### src/rtl/decode_ctrl_queue.sv
// decode_ctrl_queue: decodes opcode/funct3 into a control word and queues it with its payload.
// Build option: define DECODE_SYSTEM_EN to decode SYSTEM (1110011); otherwise it is flagged illegal.
module decode_ctrl_queue #(
    parameter int PAYLOAD_W = 64,
    parameter int DEPTH     = 2
) (
    input  logic                 clk,
    input  logic                 reset,
    input  logic                 flush,
    input  logic                 in_valid,
    output logic                 in_ready,
    input  logic [6:0]           op,
    input  logic [2:0]           funct3,
    input  logic [PAYLOAD_W-1:0] payload_in,
    output logic                 out_valid,
    input  logic                 out_ready,
    output logic [PAYLOAD_W-1:0] payload_out,
    output logic                 RegWrite,
    output logic                 ALUSrc,
    output logic                 MemWrite,
    output logic                 Branch,
    output logic                 Jump,
    output logic                 Jalr,
    output logic                 Auipc,
    output logic                 Sys,
    output logic                 Illegal,
    output logic [2:0]           ImmSrc,
    output logic [1:0]           ResultSrc,
    output logic [1:0]           ALUOp
);
    localparam int AW = $clog2(DEPTH);
    localparam int CW = AW + 1;

    typedef struct packed {
        logic       reg_write;
        logic [2:0] imm_src;
        logic       alu_src;
        logic       mem_write;
        logic [1:0] result_src;
        logic [1:0] alu_op;
        logic       jump;
        logic       jalr;
        logic       branch;
        logic       auipc;
        logic       sys;
        logic       illegal;
    } ctrl_t;

    // Table row layout: RegWrite ImmSrc ALUSrc MemWrite ResultSrc ALUOp Jump Jalr Branch Auipc
    logic [13:0] row;
    logic        known;
    logic        f3_ok;
    logic        sys_op;
    ctrl_t       dec;

    ctrl_t                ctrl_mem_q [DEPTH];
    logic [PAYLOAD_W-1:0] pay_mem_q  [DEPTH];
    logic [AW-1:0]        wr_ptr_q, wr_ptr_d;
    logic [AW-1:0]        rd_ptr_q, rd_ptr_d;
    logic [CW-1:0]        count_q, count_d;
    logic                 push, pop;
    ctrl_t                head;

    // Input-side decode; illegal funct3 suppresses every architectural side effect
    always_comb begin
        row    = '0;
        known  = 1'b1;
        f3_ok  = 1'b1;
        sys_op = 1'b0;
        case (op)
            7'b0000011: begin
                row   = 14'b1_000_1_0_01_00_0_0_0_0;
                f3_ok = funct3 inside {3'b000, 3'b001, 3'b010, 3'b100, 3'b101};
            end
            7'b0100011: begin
                row   = 14'b0_001_1_1_00_00_0_0_0_0;
                f3_ok = funct3 inside {3'b000, 3'b001, 3'b010};
            end
            7'b0110011: row = 14'b1_000_0_0_00_10_0_0_0_0;
            7'b0010011: row = 14'b1_000_1_0_00_10_0_0_0_0;
            7'b1100011: begin
                row   = 14'b0_010_0_0_00_01_0_0_1_0;
                f3_ok = !(funct3 inside {3'b010, 3'b011});
            end
            7'b0110111: row = 14'b1_100_1_0_11_00_0_0_0_0;
            7'b0010111: row = 14'b1_100_1_0_11_00_0_0_0_1;
            7'b1100111: begin
                row   = 14'b1_000_1_0_10_00_0_1_0_0;
                f3_ok = funct3 == 3'b000;
            end
            7'b1101111: row = 14'b1_011_0_0_10_00_1_0_0_0;
`ifdef DECODE_SYSTEM_EN
            7'b1110011: begin
                sys_op = 1'b1;
                row    = {funct3 != 3'b000, 13'b0};
                f3_ok  = funct3 != 3'b100;
            end
`endif
            default: known = 1'b0;
        endcase
        dec.reg_write  = row[13] & f3_ok;
        dec.imm_src    = row[12:10];
        dec.alu_src    = row[9];
        dec.mem_write  = row[8] & f3_ok;
        dec.result_src = row[7:6];
        dec.alu_op     = row[5:4];
        dec.jump       = row[3] & f3_ok;
        dec.jalr       = row[2] & f3_ok;
        dec.branch     = row[1] & f3_ok;
        dec.auipc      = row[0];
        dec.sys        = sys_op;
        dec.illegal    = ~known | ~f3_ok;
    end

    // in_ready depends only on registered count so no path exists from out_ready
    assign in_ready  = count_q != CW'(DEPTH);
    assign out_valid = count_q != '0;
    assign push      = in_valid & in_ready & ~flush;
    assign pop       = out_valid & out_ready;

    // Pointer/count next state; flush discards both the stored and the same-cycle beats
    always_comb begin
        wr_ptr_d = flush ? '0 : wr_ptr_q + AW'(push);
        rd_ptr_d = flush ? '0 : rd_ptr_q + AW'(pop);
        count_d  = flush ? '0 : count_q + CW'(push) - CW'(pop);
    end

    // Queue bookkeeping registers
    always_ff @(posedge clk) begin
        if (reset) begin
            wr_ptr_q <= '0;
            rd_ptr_q <= '0;
            count_q  <= '0;
        end else begin
            wr_ptr_q <= wr_ptr_d;
            rd_ptr_q <= rd_ptr_d;
            count_q  <= count_d;
        end
    end

    // Entry storage; contents are only observed through out_valid so no reset is needed
    always_ff @(posedge clk) begin
        if (push & ~reset) begin
            ctrl_mem_q[wr_ptr_q] <= dec;
            pay_mem_q[wr_ptr_q]  <= payload_in;
        end
    end

    // Head is gated to zero when empty so outputs never show stale or undefined data
    assign head        = out_valid ? ctrl_mem_q[rd_ptr_q] : '0;
    assign payload_out = out_valid ? pay_mem_q[rd_ptr_q] : '0;
    assign {RegWrite, ImmSrc, ALUSrc, MemWrite, ResultSrc, ALUOp,
            Jump, Jalr, Branch, Auipc, Sys, Illegal} = head;
endmodule
### config.mk
export PLATFORM = sky130hd
export DESIGN_NAME = decode_ctrl_queue
export DESIGN_NICKNAME = d
export VERILOG_FILES = /design/src/rtl/decode_ctrl_queue.sv
export SDC_FILE = /design/constraint.sdc
export NUM_CORES = 1
export LEC_CHECK = 0
export ABC_AREA = 1
export CORE_UTILIZATION = 49
export CTS_CLUSTER_DIAMETER = 120
export DETAILED_ROUTE_END_ITERATION = 16
export PLACE_DENSITY_LB_ADDON = 0.15
export REMOVE_ABC_BUFFERS = 1
export SYNTH_ARGS = -nofsm -noshare
export SYNTH_HDL_FRONTEND = slang
export SYNTH_SLANG_ARGS = --single-unit
export TNS_END_PERCENT = 10
### constraint.sdc
create_clock -name clk -period 9.6 [get_ports clk]
set_input_delay 0.96 -clock clk [delete_from_list [all_inputs] [get_ports clk]]
set_output_delay 0.96 -clock clk [all_outputs]
set_load 0.02 [all_outputs]
==> results.toml <==
[final_layout]
n_antenna_cell = 0
fill_cells = 920
nets = 749
multiInputGateArea_sq_mm = 0.001328
register_area_sq_mm = 0.004826
layout-drive-gt1-share_pct = 7.511
layout_common_cells = "180 x nand2_1, 159 x clkdlybuf4s50_1, 158 x edfxtp_1, 83 x a21oi_1, 17 x clkbuf_16"
final_common_cell = "nand2_1"
area_growth_pct = 37.75

[power]
pwr-share-clk_pct = 44.8
comb_power_share_pct = 7.4
seq_power_share_pct = 47.8
internal_power_mw = 1.334
ir_drop_uv = 109.5
p_switching_uw = 322.7
leakage_nw = 3.115
power_density_mw_per_mm2 = 189.3
p_sw_share_pct = 19.48

[setup_path]
critical_path.slowest_cell = "nor2_4"
crit_path_start = "count_q[1]$_SDFF_PP0_"
required_ns = 8.64
cp.arrival_ns = 2.73
critPathTopFamily = "buffers and inverters"
r2r_cells = 11
path_depth = 4
crit_path_max_incr_delay_ns = 0.66
path_max_fanout = 47
critical_path.cell_chain = "nor2_4 > buf_4 > a21oi_1 > clkdlybuf4s50_1"
crit_buf_inv = 2
worstSetupPathType = "register to output port"
start_kind = "register"
endpoint_kind = "output port"
r2r_start = "count_q[1]$_SDFF_PP0_"

[drt]
wirelength_um = 13490
vias = 4282
drtPass1Iterations = 4
drc = 0
wl_per_cell_um = 15.85
drtIter0Drc = 310
antenna_left = 0
routed_via_density = 5.032

[grt]
antenna_found_initial = 0
grt.overflow.total = 0
grt_pass1_vias = 4061
grt_max_degree = 80
grt_pass1_wl_um = 20250
track_usage_pct = 20.40

[flow_run]
cap_violations = 0

[min_path]
min-delay-start = "count_q[1]$_SDFF_PP0_"
holdPathStages = 2
hp-class = "register to register"

[floorplanning]
die_y_um = 115.9
die_w_um = 115.9
initial_core_util_pct = 50.35
placementRows = 41
die_area_sq_mm = 0.01343
placeableCoreArea_sq_mm = 0.01262
io_pins = 161

[clock_tree]
clk_latency_ns = 0.41
h-tree-depth = 4
clk_pin_slew_ns = 0.06
clock-sinks = 162
ctsHoldBuffers = 0
cts_tree = "built"
cts_setup_buffers = 0
cts_max_path_buffers = 2
root_buffer = "clkbuf_16"
post_cts_resized = 0
numCtsBuffers = 17

[sta]
setup_tns_ns = 0
worst_slack_ns = 5.908
slew-limit-headroom_pct = 43.05
hold_ws_ns = 0.5210
fin_crit_sh_pct = 38.46
fmax_mhz = 270.8
finClkSkew_ns = 0.005857
hold_violations = 0
fin_crit_ns = 3.692
grt_setup_unrepaired = "false"
drv_slew = 0
setup_viol = 0
tightest_slew_ns = 0.8542

[synth]
synth_cells = 509
syn_area_sq_mm = 0.006354
yosys_warnings = 0
synth.avg_cell_area_sq_um = 12.48
seq_area_frac_synth_pct = 75.94
synth.ff_latch_count = 162
yosysUniqueCellTypes = 24

[placement]
dpl.hpwl_um = 8499
place_ws_ns = 6.287
io_buffers = 159
gp_congestion = 0.8276

[outcome]
status = "completed"
[worst reg2reg max path: stages (launching register included)]
cell and delay [ns]:
dfxtp_1 0.34, nor2_4 0.66, buf_4 0.59, inv_2 0.11, nand2_1 0.13, inv_1 0.06
ha_1 0.27, inv_1 0.04, ha_1 0.19, xnor2_1 0.19, o21ai_0 0.11, a21oi_1 0.13
[routing by layer]
metal,vias up,share of wire (%),global-route usage [%]
li1,2086,-,-
met1,2059,43,26.47
met2,131,51,33.57
met3,6,5.8,5.962
met4,0,0.67,5.812
met5,-,0,0
[kinds of logic (layout without fill, tap and decap cells)]
logic type / after synthesis / after routing / share of synthesized area [%]
AO/OA/AOI/OAI: 90 / 90 / 7.188
XOR/XNOR: 1 / 1 / 0.1379
adder cells (fa/ha/maj): 2 / 2 / 0.3938
buffers and inverters: 47 / 217 / 3.328
flip-flops: 162 / 162 / 75.94
other: 1 / 1 / 0.05902
AND/OR/NAND/NOR: 206 / 206 / 12.96
[layout make-up]
cell class	count	share of cell area [%]
clock buffer	17	4.861
clock inverter	13	2.688
sequential	162	55.14
inverter	21	0.9006
tap	172	2.459
multi-input combinational	300	15.17
timing repair buffer	166	18.78
[Yosys cell counts]
master	n	area [sq um]
ha_1	2	25.02
buf_2	16	80.08
o21ai_0	2	10.01
nand2_1	180	675.7
o21ai_1	3	15.01
or2_2	1	6.260
nand4_1	2	12.51
a21oi_1	83	415.4
nor2_4	3	33.78
o211ai_1	1	7.510
dfxtp_1	4	80.08
or2_1	1	6.260
o2111ai_1	1	8.760
edfxtp_1	158	4745
xnor2_1	1	8.760
inv_1	16	60.06
inv_2	5	18.77
buf_1	6	22.52
nor2_1	8	30.03
buf_4	4	30.03
nand3_1	4	20.02
nor3_1	4	20.02
conb_1	1	3.750
nand2_2	3	18.77
[state kept, by name, indices dropped and copies added (netlist names)]
signal	flops
rd_ptr_q	1
pay_mem_q	128
wr_ptr_q	1
count_q	2
ctrl_mem_q	30
[worst paths after layout]
check / end / slack (ns)
setup / recovery: payload_out[60] / 5.91
hold / removal: count_q[1]$_SDFF_PP0_ / 0.52
setup reg to reg: count_q[1]$_SDFF_PP0_ / 6.70
hold reg to reg: count_q[1]$_SDFF_PP0_ / 0.52
[per-stage QoR]
stage,total power [mW],instance area [sq um],cells,util [%]
after floorplan,0.8576,6221,483,-
after global placement,0.9268,8092,821,64.12
after detailed placement,0.9299,8092,821,64.12
after CTS,1.667,8752,851,69.35
after global routing,1.704,8752,851,69.35
final,1.657,8752,851,69.35
[power by group through the flow]
stage | Clock, mW | Sequential [mW] | Combinational (mW)
5_1_grt | 0.779 | 0.793 | 0.131
6_report | 0.742 | 0.792 | 0.122
2_1_floorplan | 0 | 0.810 | 0.0471
3_3_place_gp | 0 | 0.807 | 0.120
3_5_place_dp | 0 | 0.807 | 0.123
4_1_cts | 0.751 | 0.792 | 0.124
No activity file was read; power rests on OpenSTA's default activity.
